==> src/rtl/reset_sequencer_if.sv <==
// Avalon-MM slave bus bundle for the reset sequencer register file.
// The master modport drives the request side and the slave returns read data.
interface reset_sequencer_if;
    logic [2:0]  address;
    logic        chipselect;
    logic        write_n;
    logic [31:0] writedata;
    logic [31:0] readdata;

    modport master (output address, chipselect, write_n, writedata, input readdata);
    modport slave  (input address, chipselect, write_n, writedata, output readdata);
endinterface

==> src/rtl/reset_sequencer.sv <==
// Releases NUM_STAGES active-low resets one at a time, stage 0 first, with a programmable gap.
// A restart comes from a CONTROL write or from a rising edge on req_in.
module reset_sequencer #(
    parameter int NUM_STAGES    = 4,
    parameter int CNT_W         = 16,
    parameter int DEFAULT_DELAY = 100
) (
    input  logic                  clk,
    input  logic                  reset_n,
    reset_sequencer_if.slave      bus,
    input  logic                  req_in,
    output logic [NUM_STAGES-1:0] rst_out_n,
    output logic                  done,
    output logic                  done_pulse
);
    localparam logic [1:0] S_ASSERT = 2'd0;
    localparam logic [1:0] S_WAIT   = 2'd1;
    localparam logic [1:0] S_DONE   = 2'd2;

    localparam logic [3:0]       LAST_STAGE = 4'(NUM_STAGES - 1);
    localparam logic [CNT_W-1:0] DLY_RST    = CNT_W'(DEFAULT_DELAY);

    logic [1:0]            r_state;
    logic [NUM_STAGES-1:0] r_rst_n;
    logic [CNT_W-1:0]      r_cnt;
    logic [CNT_W-1:0]      r_delay;
    logic [3:0]            r_stage;
    logic                  r_hold;
    logic                  r_done;
    logic                  r_done_pulse;
    logic                  r_req_q;

    logic        w_wr;
    logic        w_ctrl_wr;
    logic        w_delay_wr;
    logic        w_restart;
    logic        w_cnt_zero;
    logic [31:0] w_rdata;
    logic        w_unused;

    assign w_wr       = bus.chipselect & ~bus.write_n;
    assign w_ctrl_wr  = w_wr && (bus.address == 3'd0);
    assign w_delay_wr = w_wr && (bus.address == 3'd2);
    assign w_restart  = (w_ctrl_wr & bus.writedata[1]) | (req_in & ~r_req_q);
    assign w_cnt_zero = (r_cnt == '0);
    assign w_unused   = &{1'b0, bus.writedata};

    always_ff @(posedge clk) begin
        if (!reset_n) begin
            r_state      <= S_ASSERT;
            r_rst_n      <= '0;
            r_cnt        <= DLY_RST;
            r_delay      <= DLY_RST;
            r_stage      <= 4'd0;
            r_hold       <= 1'b0;
            r_done       <= 1'b0;
            r_done_pulse <= 1'b0;
            r_req_q      <= 1'b0;
        end else begin
            r_req_q      <= req_in;
            r_done_pulse <= 1'b0;
            if (w_ctrl_wr)  r_hold  <= bus.writedata[0];
            if (w_delay_wr) r_delay <= bus.writedata[CNT_W-1:0];

            // Restart outranks any release due on the same edge.
            if (w_restart) begin
                r_state <= S_ASSERT;
                r_rst_n <= '0;
                r_cnt   <= r_delay;
                r_stage <= 4'd0;
                r_done  <= 1'b0;
            end else begin
                case (r_state)
                    S_ASSERT: begin
                        if (r_hold) begin
                            r_cnt <= r_delay;
                        end else if (!w_cnt_zero) begin
                            r_cnt <= r_cnt - 1'b1;
                        end else begin
                            r_rst_n[0] <= 1'b1;
                            r_cnt      <= r_delay;
                            if (NUM_STAGES == 1) begin
                                r_state      <= S_DONE;
                                r_done       <= 1'b1;
                                r_done_pulse <= 1'b1;
                                r_stage      <= 4'd0;
                            end else begin
                                r_state <= S_WAIT;
                                r_stage <= 4'd1;
                            end
                        end
                    end
                    S_WAIT: begin
                        if (!w_cnt_zero) begin
                            r_cnt <= r_cnt - 1'b1;
                        end else begin
                            for (int i = 0; i < NUM_STAGES; i++)
                                if (r_stage == 4'(i)) r_rst_n[i] <= 1'b1;
                            r_cnt <= r_delay;
                            // Stage index returns to 0 once idle so STATUS reads a clean DONE word.
                            if (r_stage == LAST_STAGE) begin
                                r_state      <= S_DONE;
                                r_done       <= 1'b1;
                                r_done_pulse <= 1'b1;
                                r_stage      <= 4'd0;
                            end else begin
                                r_stage <= r_stage + 4'd1;
                            end
                        end
                    end
                    S_DONE: begin
                        r_rst_n <= '1;
                        r_done  <= 1'b1;
                    end
                    default: begin
                        r_state <= S_ASSERT;
                        r_rst_n <= '0;
                        r_cnt   <= r_delay;
                        r_stage <= 4'd0;
                        r_done  <= 1'b0;
                    end
                endcase
            end
        end
    end

    always_comb begin
        w_rdata = '0;
        case (bus.address)
            3'd0: w_rdata[0] = r_hold;
            3'd1: begin
                w_rdata[NUM_STAGES-1:0] = r_rst_n;
                w_rdata[8]              = r_done;
                w_rdata[18:16]          = {1'b0, r_state};
                w_rdata[27:24]          = r_stage;
            end
            3'd2: w_rdata[CNT_W-1:0] = r_delay;
            3'd3: w_rdata[CNT_W-1:0] = r_cnt;
            default: w_rdata = '0;
        endcase
    end

    assign bus.readdata = w_rdata;
    assign rst_out_n    = r_rst_n;
    assign done         = r_done;
    assign done_pulse   = r_done_pulse;
endmodule

==> src/flat_wrapper.sv <==
// flat-port wrapper written by rule: the top's interface ports become plain ports
module reset_sequencer_flat 
#(
    parameter int NUM_STAGES    = 4,
    parameter int CNT_W         = 16,
    parameter int DEFAULT_DELAY = 100
)
  (clk, reset_n, req_in, rst_out_n, done, done_pulse, bus_address, bus_chipselect, bus_write_n, bus_writedata, bus_readdata);
  reset_sequencer_if bus_i ();
  input  logic clk;
  input  logic reset_n;
  input  logic req_in;
  output logic [NUM_STAGES-1:0] rst_out_n;
  output logic done;
  output logic done_pulse;
  input wire logic [$bits(bus_i.address)-1:0] bus_address;
  input wire logic [$bits(bus_i.chipselect)-1:0] bus_chipselect;
  input wire logic [$bits(bus_i.write_n)-1:0] bus_write_n;
  input wire logic [$bits(bus_i.writedata)-1:0] bus_writedata;
  output wire logic [$bits(bus_i.readdata)-1:0] bus_readdata;
  assign bus_i.address = bus_address;
  assign bus_i.chipselect = bus_chipselect;
  assign bus_i.write_n = bus_write_n;
  assign bus_i.writedata = bus_writedata;
  assign bus_readdata = bus_i.readdata;
  reset_sequencer #(.NUM_STAGES(NUM_STAGES), .CNT_W(CNT_W), .DEFAULT_DELAY(DEFAULT_DELAY)) u_core (.clk(clk), .reset_n(reset_n), .bus(bus_i), .req_in(req_in), .rst_out_n(rst_out_n), .done(done), .done_pulse(done_pulse));
endmodule
==> config.mk <==
export PLATFORM = sky130hd
export DESIGN_NAME = reset_sequencer_flat
export DESIGN_NICKNAME = d
export VERILOG_FILES = /design/src/rtl/reset_sequencer_if.sv /design/src/rtl/reset_sequencer.sv /design/src/flat_wrapper.sv
export SDC_FILE = /design/constraint.sdc
export NUM_CORES = 1
export LEC_CHECK = 0
export BUFFER_PORTS_ARGS = -buffer_cell sky130_fd_sc_hd__buf_4
export CORE_ASPECT_RATIO = 1.2
export CORE_MARGIN = 2
export CORE_UTILIZATION = 53
export DETAILED_ROUTE_END_ITERATION = 8
export PLACE_DENSITY = 0.84
export REMOVE_ABC_BUFFERS = 1
export SKIP_LAST_GASP = 1
export SLEW_MARGIN = 20
export SYNTH_ARGS = -nofsm -noshare
export SYNTH_HDL_FRONTEND = slang
export SYNTH_SLANG_ARGS = --single-unit
==> constraint.sdc <==
create_clock -name clk -period 2.8 [get_ports clk]
set_input_delay 0.14 -clock clk [delete_from_list [all_inputs] [get_ports clk]]
set_output_delay 0.14 -clock clk [all_outputs]
set_load 0.005 [all_outputs]
-- Word-level counts from Yosys, hierarchy flattened
Index checks and enable logic that the tools add are counted.
- bits in registers: 46
- output and inout bits: 38
- word-level logic and storage cells: 88
- input port bits: 40
- reductions and logical operators: 14
- bitwise logic cells: 11
- add/subtract/negate cells: 2
- equal/unequal tests: 16
- muxes and demuxes: 33
- operator list (operator ; count):
    2-to-1 mux 16 bit ; 3
    case mux 16 bit (3 select lines) ; 1
    2-to-1 mux 4 bit ; 6
    case mux 3 bit (3 select lines) ; 2
    logical NOT 16 bit ; 1
    subtractor 16 x 1 -> 16 bit (second input constant) ; 1
    inequality test 2 x 1 -> 1 bit (second input constant) ; 7
    case mux 7 bit (2 select lines) ; 1
    case mux 4 bit (3 select lines) ; 1
    2-to-1 mux 2 bit ; 5
    case mux 1 bit (3 select lines) ; 3
    AND reduction 3 bit ; 3
    equality test 4 x 2 -> 1 bit (second input constant) ; 2
    2-to-1 mux 1 bit ; 8
    case mux 4 bit (2 select lines) ; 1
    AND reduction 4 bit ; 2
    NOT 1 bit ; 7
    equality test 3 x 2 -> 1 bit (second input constant) ; 2
    case mux 2 bit (3 select lines) ; 1
    AND reduction 5 bit ; 1
    adder 4 x 1 -> 4 bit (second input constant) ; 1
    equality test 4 x 1 -> 1 bit (second input constant) ; 1
    logical NOT 4 bit ; 1
    case mux 1 bit (4 select lines) ; 1
    other kinds (11) ; 14

-- Longest topological paths before layout
Gate-level depths: netlist of run 1.
- depth in word-level cells: 6
- mapped depth: 10
- gate-level depth less buffers: 8

-- Worst setup path after synthesis of run 1
Ideal clock, no wire load.
- path kind: register to register
- start point: reg u_core.r_cnt[7]
- end point: reg u_core.r_cnt[12]
- required time: 2725 ps
- clock period less this slack: 1958 ps
- setup time: 75 ps
- buffers on the path: 1
- data arrival time: 1883 ps
- cell stages (with the launch flop): 8
- slack: 842 ps
- cell sequence: dfxtp_1 -> buf_6 -> or4_4 -> or3_1 -> o31ai_1 -> and3_1 -> a21oi_1 -> o22ai_1
- word-level cells in the longest chain between the ends: 5
- elaborated cells on any way between the ends: 6
- those cells by class: add/sub: 1; mux: 4; reduce/logical: 1
- ends and longest elaborated chain (item ; line ; RTL):
    start: declaration ; reset_sequencer.sv:25 ; logic [CNT_W-1:0] r_cnt;
    start signal: assignment ; reset_sequencer.sv:69 ; r_cnt <= r_delay;
    start signal: assignment ; reset_sequencer.sv:76 ; r_cnt <= r_delay;
    start signal: assignment ; reset_sequencer.sv:78 ; r_cnt <= r_cnt - 1'b1;
    subtractor 16 x 1 -> 16 bit / logical NOT 16 bit (equally long branches) ; reset_sequencer.sv:78, reset_sequencer.sv:95, reset_sequencer.sv:45 ;
    2-to-1 mux 16 bit (*) ; reset_sequencer.sv:77, reset_sequencer.sv:94 ;
    2-to-1 mux 16 bit ; reset_sequencer.sv:75 ; if (r_hold) begin
    case mux 16 bit (3 select lines) (*) ; reset_sequencer.sv:73 ; case (r_state)
    2-to-1 mux 16 bit (*) ; reset_sequencer.sv:66 ; if (w_restart) begin
Mark *: on every way between the ends. The rest lies on a longest branch, timed or not.
A chain may end at the register's enable or synchronous reset.

-- Worst setup path after layout of run 1
- start point: reg u_core.r_cnt[0]
- end point: reg u_core.r_stage[1]
- word-level cells in the longest chain between the ends: 3
- elaborated cells on any way between the ends: 4
- those cells by class: eq/ne: 2; reduce/logical: 2
- ends and longest elaborated chain (item ; line ; RTL):
    logical NOT 16 bit (*) ; reset_sequencer.sv:45 ; assign w_cnt_zero = (r_cnt == '0);
    inequality test 2 x 1 -> 1 bit (no line) ; - ;
    AND reduction 4 bit (no line) (*) ; - ;
    end signal: assignment ; reset_sequencer.sv:107 ; r_stage <= r_stage + 4'd1;
    end: declaration ; reset_sequencer.sv:27 ; logic [3:0] r_stage;
Marks and branches as above.

==> flow_summary.json, run 1 <==
{
  "cap_violations": 0,
  "drt_iter0_drc": 160,
  "cts.sinks": 45,
  "synth-seq-cells": 45,
  "grt-ovfl-total": 0,
  "cts_inserted_buffers": 5,
  "place_inst": 492,
  "worst_pin_slew_ns": 0.681,
  "synth_cells": 402,
  "hp-class": "in -> reg",
  "critical_path.endpoint_type": "flip-flop",
  "ys_async_sr_fraction": 0,
  "cts_tree": "done",
  "worst-path-buf-inv": 1,
  "synth-edff-count": 0,
  "post_drt_wl_per_cell_um": 15.9,
  "power-per-cell-area_mw_per_mm2": 411,
  "max_freq_mhz": 413,
  "htree_num_levels": 2,
  "io_buffers": 51,
  "drc": 0,
  "synth_largest_area_cell": "dfxtp_1",
  "synth-seq-area-share": 0.303,
  "crit_arrival_ns": 2.66,
  "post-route-util": 0.644,
  "slew_viol_final": 0,
  "finalCriticalPeriod_ns": 2.42,
  "required_ns": 3.04,
  "whs_ns": 0.0401,
  "crit_type": "reg -> reg",
  "core-area_mm2": 0.00533,
  "crit_path_start_kind": "flip-flop",
  "die_y_um": 86.0,
  "rsz0062_at_grt": "no",
  "p_leak_nw": 1.34,
  "cp_max_fo": 7,
  "cp_cell_sequence": "inv_1, ha_1, nor4b_1, nand4_1, a21oi_1, o21a_1, nand3_1, a21oi_1",
  "drtPass1Iterations": 6,
  "synth_area_mm2": 0.00297,
  "cts_resized": 0,
  "layout-drive-gt1-share": 0.171,
  "clk_pin_slew_ns": 0.09,
  "finalNonFillerCells": 500,
  "finalHoldViolations": 0,
  "dp_hpwl_mm": 5.73,
  "ys.flop_type": "dfxtp_1",
  "r2r_slack_ns": 0.38,
  "grt_pass1_vias": 2956,
  "row_count": 29,
  "die_x_um": 72.4,
  "viasPerCell": 6.11,
  "wl_mm": 7.96,
  "grt_max_degree": 21,
  "start_util": 0.557,
  "via_count": 3055,
  "finClkSkew_ns": 0.00564,
  "fill_cells": 469,
  "setup_viol": 0,
  "avgSynthCellArea_um2": 7.40,
  "grt_pass1_wl_mm": 13.3,
  "critical-path-top-delay-family": "compound AO/OA/AOI/OAI gates",
  "post-place-ws_ns": 0.427,
  "holdBufCountCts": 0,
  "cpPeakStageDelay_ns": 0.52,
  "synth_area_leaders": "dfxtp_1 30%, a21oi_1 8.4%, nand2_1 8.3%",
  "grtUsageTotal": 0.264,
  "yosys_warnings": 0,
  "ios": 78,
  "yosys.area.top_type_share": 0.303,
  "clock_latency_ns": 0.30,
  "post_cts_buffers": 0,
  "antenna_found_initial": 0,
  "antenna_cells": 0,
  "gp_congestion": 0.959,
  "status": "finished, final reports clean",
  "ir_worst_vdd_uv": 283,
  "final_nets": 487,
  "area_growth_syn_to_layout_pct": 15.6,
  "dieArea_mm2": 0.00623,
  "clockBufferDepth": 2,
  "postRouteAntennaNets": 0,
  "period_share": 0.865,
  "slowest_stage": "a21oi_1",
  "setup_slack_ns": 0.379,
  "tns_ns": 0,
  "yosysUniqueCellTypes": 58,
  "cp_common_cell": "a21oi_1",
  "root_buffer": "clkbuf_8",
  "relSlewSlack": 0.546
}
-- placed cells by master, fill, tap and decap left out, types with 11 or more instances in the layout --
master / n
nand2_1: 66
buf_4: 58
a21oi_1: 50
dfxtp_1: 45
nor2_1: 34
nand3_1: 19
mux2i_1: 15
inv_1: 12
and2_1: 12
o21ai_0: 11
-- cell type report --
| type | count | area [um^2] | area share |
|---|---|---|---|
| clock buffer | 6 | 82.6 | 0.0240 |
| clock inverter | 2 | 37.5 | 0.0109 |
| inverter | 12 | 45.0 | 0.0131 |
| multi-input combinational | 315 | 1860 | 0.540 |
| sequential | 45 | 901 | 0.262 |
| tap | 62 | 77.6 | 0.0226 |
| timing repair buffer | 58 | 435 | 0.127 |
-- state kept, by name, indices dropped and copies added, names as in the netlist --
| name | cells |
|---|---|
| u_core.r_cnt | 16 |
| u_core.r_delay | 16 |
| u_core.r_stage | 4 |
| u_core.rst_out_n | 4 |
| u_core.r_state | 2 |
| u_core.done_pulse | 1 |
| u_core.r_hold | 1 |
| u_core.r_req_q | 1 |
-- worst register-to-register path, delay by kind of cell, from the launching register on --
kind | cells | cell delay, ns
AOI/OAI and AO/OA | 3 | 0.94
adders and majority gates | 1 | 0.19
buffers and inverters | 1 | 0.15
DFF | 1 | 0.37
and+or+nand+nor | 3 | 0.72
-- cells in the mapped netlist, types with 2 or more instances --
cell type / instances
mux2_2: 2
nand2_1: 66
ha_1: 10
xnor2_1: 2
nand4_1: 3
nor3_1: 10
dfxtp_1: 45
and3_1: 2
or3_1: 2
a311oi_1: 3
a32oi_1: 2
a21oi_1: 50
buf_2: 7
o21a_1: 3
a32o_1: 3
nand3_1: 19
nand2b_1: 4
o2111ai_1: 2
clkbuf_1: 19
o31ai_1: 6
buf_4: 11
a21o_1: 2
nor2_1: 34
and2_1: 12
o21ai_0: 11
inv_1: 12
mux2i_1: 15
nor4b_1: 2
nor3b_1: 3
o41ai_1: 2
nor2b_1: 4
a31oi_1: 5
o211ai_1: 4
-- metal layers --
| metal | global-route usage | vias to the layer above | part of all wire |
|---|---|---|---|
| met5 | 0 | - | 0 |
| met4 | 0.0976 | 0 | 0.026 |
| met3 | 0.0458 | 20 | 0.064 |
| met2 | 0.475 | 125 | 0.52 |
| met1 | 0.309 | 1439 | 0.39 |
| li1 | - | 1471 | - |
-- worst paths after layout --
kind                                         start                 end  cells past startpoint
worst max-delay path               u_core.r_cnt[0]   u_core.r_stage[1]                      8
worst min register to register  u_core.r_delay[12]  u_core.r_delay[12]                      2
worst max register to register     u_core.r_cnt[0]   u_core.r_stage[1]                      8
worst min-delay path              bus_writedata[6]   u_core.r_delay[6]                      3
-- where the power goes --
part           leakage [nW]  total [mW]  switching [mW]  internal (mW)
logic                 0.916       0.206           0.117         0.0891
registers             0.365       0.677          0.0229          0.654
clock network        0.0574       0.530           0.239          0.291
-- cells by family (layout without fill, tap and decap cells) --
family                     after synthesis  in the layout  synth area share
AOI/OAI and AO/OA                      106            106             0.226
xor gates and xnor gates                 3              3           0.00884
adders and majority gates               10             10            0.0421
buffers and inverters                   51             78            0.0838
DFF                                     45             45             0.303
muxes                                   18             18            0.0657
other                                    1             10           0.00126
and+or+nand+nor                        168            168             0.269
-- per-stage QoR --
step	power, mW	cell area, um^2
after global placement	0.886	3320
after detailed placement	0.893	3320
final	1.41	3440
after floorplan	0.803	2800
after global routing	1.46	3440
after CTS	1.41	3440
No activity file was read; power rests on OpenSTA's default activity.
==> inputs of run 2 (changes only) <==
--- a/config.mk
+++ b/config.mk
@@ -7,10 +7,10 @@
 export LEC_CHECK = 0
 export BUFFER_PORTS_ARGS = -buffer_cell sky130_fd_sc_hd__buf_4
 export CORE_ASPECT_RATIO = 1.2
-export CORE_MARGIN = 2
+export CORE_MARGIN = 4
 export CORE_UTILIZATION = 53
 export DETAILED_ROUTE_END_ITERATION = 8
-export PLACE_DENSITY = 0.84
+export PLACE_DENSITY = 0.77
 export REMOVE_ABC_BUFFERS = 1
 export SKIP_LAST_GASP = 1
 export SLEW_MARGIN = 20
==> run 2 against run 1 <==
Final cell count up 0.40%. Final area up 0.84%. Core utilization up 0.10 points. Via count down 2.3%. Combinational power about the same. Sequential cell count unchanged. Worst setup slack better by 0.048 ns. Die area up 10%. Sequential share of layout area down 0.22 points. Register-to-register slack better by 0.05 ns. Non-clock buffer count up 2. Sequential power about the same. Critical endpoint is now u_core.r_cnt[4].
==> flow_summary.json, run 2 (synthesized netlist as in run 1, its figures left out) <==
{
  "cts_tree": "done",
  "required_ns": 3.00,
  "max_freq_mhz": 421,
  "status": "finished, final reports clean",
  "largestRegisters": "u_core.r_cnt x16, u_core.r_delay x16",
  "grt_pass1_vias": 2916,
  "layout-drive-gt1-share": 0.175,
  "power-per-cell-area_mw_per_mm2": 425,
  "finalCriticalPeriod_ns": 2.37,
  "crit_type": "reg -> reg",
  "grt-ovfl-total": 0,
  "drt_iter0_drc": 126,
  "row_count": 29,
  "grt_max_degree": 21,
  "finClkSkew_ns": 0.00426,
  "cts.sinks": 45,
  "crit_path_start_kind": "flip-flop",
  "core-area_mm2": 0.00537,
  "p_leak_nw": 1.36,
  "post_cts_buffers": 0,
  "relSlewSlack": 0.525,
  "ff2ff_path_depth": 8,
  "slowest_stage": "and3_1",
  "setup_slack_ns": 0.427,
  "critical_path.endpoint_type": "flip-flop",
  "slew_viol_final": 0,
  "ios": 78,
  "r2r-end": "u_core.r_cnt[4]",
  "cp_cell_sequence": "inv_1, ha_1, nor4b_1, nand4_1, and3_1, a21oi_1, a31oi_1, o221a_1",
  "dp_hpwl_mm": 5.94,
  "cap_violations": 0,
  "root_buffer": "clkbuf_8",
  "post_drt_wl_per_cell_um": 15.8,
  "viasPerCell": 5.94,
  "r2r_slack_ns": 0.43,
  "finalHoldViolations": 0,
  "die_x_um": 76.4,
  "r2r-start": "u_core.r_cnt[0]",
  "grtUsageTotal": 0.234,
  "crit_arrival_ns": 2.57,
  "cp_max_fo": 9,
  "power.total_mw": 1.47,
  "setup_viol": 0,
  "antenna_cells": 0,
  "start_util": 0.554,
  "final_common_cell": "nand2_1",
  "clock_latency_ns": 0.30,
  "antenna_found_initial": 0,
  "final_nets": 489,
  "tns_ns": 0,
  "clockBufferDepth": 2,
  "post-place-ws_ns": 0.450,
  "rsz0062_at_grt": "no",
  "place_inst": 494,
  "drtPass1Iterations": 4,
  "area_growth_syn_to_layout_pct": 16.5,
  "cts_resized": 0,
  "htree_num_levels": 2,
  "cts_inserted_buffers": 5,
  "holdBufCountCts": 0,
  "dieArea_mm2": 0.00688,
  "cpPeakStageDelay_ns": 0.46,
  "gp_congestion": 0.919,
  "via_count": 2984,
  "wl_mm": 7.95,
  "grt_pass1_wl_mm": 13.5,
  "finalNonFillerCells": 502,
  "hp-class": "in -> reg",
  "ir_worst_vdd_uv": 244,
  "clk_pin_slew_ns": 0.09,
  "drc": 0,
  "worst_pin_slew_ns": 0.712,
  "period_share": 0.847,
  "endpoint": "u_core.r_cnt[4]",
  "final_cell_mix": "66 x nand2_1, 60 x buf_4, 50 x a21oi_1, 45 x dfxtp_1, 34 x nor2_1",
  "postRouteAntennaNets": 0,
  "die_y_um": 90.0,
  "cp-startpoint": "u_core.r_cnt[0]",
  "io_buffers": 51
}
## run 2: cell types whose count changed in the layout (fill, tap and decap cells not counted), sizes merged
cell and change:
bufinv +1, clkinv +1, clkbuf -1, buf +2, clkinvlp -1
## run 2: cell type report
| cell class | instances | area (um^2) |
|---|---|---|
| flip-flops and latches | 45 | 901 |
| inverters | 12 | 45.0 |
| multi-input cells | 315 | 1860 |
| clock inverters | 3 | 65.1 |
| fillers | 509 | 1910 |
| repair buffers | 60 | 450 |
| well taps | 62 | 77.6 |
| clock buffers | 5 | 68.8 |
## run 2: worst max-delay path: cells and delay by family, from the launching register on
family	cells	cell delay [ns]
AND/OR/NAND/NOR	3	1.09
AO/OA/AOI/OAI	3	0.51
flip-flops	1	0.36
adder cells (fa/ha/maj)	1	0.17
buffers and inverters	1	0.13
## run 2: layer usage
metal / GRT usage / vias to the layer above / part of all wire
met5: 0 / - / 0
met4: 0.0831 / 0 / 0.017
met3: 0.0490 / 14 / 0.047
met2: 0.430 / 84 / 0.52
met1: 0.264 / 1407 / 0.41
li1: - / 1479 / -
## run 2: power by group
group	total [mW]	internal (mW)	switching, mW
registers	0.677	0.654	0.0231
clock network	0.590	0.355	0.235
logic	0.206	0.0896	0.116
total	1.47	1.10	0.375
## run 2: worst min-delay path by stage
| stage | start | to | slack [ns] | cells past startpoint |
|---|---|---|---|---|
| floorplan | reset_n | u_core.r_cnt[6] | 0.21 | 1 |
| global placement | bus_writedata[2] | u_core.r_delay[2] | 0.35 | 3 |
| detailed placement | bus_writedata[2] | u_core.r_delay[2] | 0.35 | 3 |
| CTS | bus_writedata[2] | u_core.r_delay[2] | 0.03 | 3 |
| global route | bus_writedata[2] | u_core.r_delay[2] | 0.04 | 3 |
| finish | bus_writedata[2] | u_core.r_delay[2] | 0.04 | 3 |
## run 2: stage by stage
step | utilization | hold WS (ns) | instance area (um^2)
floorplan | - | 0.212 | 2800
global placement | 0.620 | 0.347 | 3330
detailed placement | 0.620 | 0.352 | 3330
CTS | 0.645 | 0.0350 | 3460
global route | 0.645 | 0.0385 | 3460
finish | 0.645 | 0.0411 | 3460
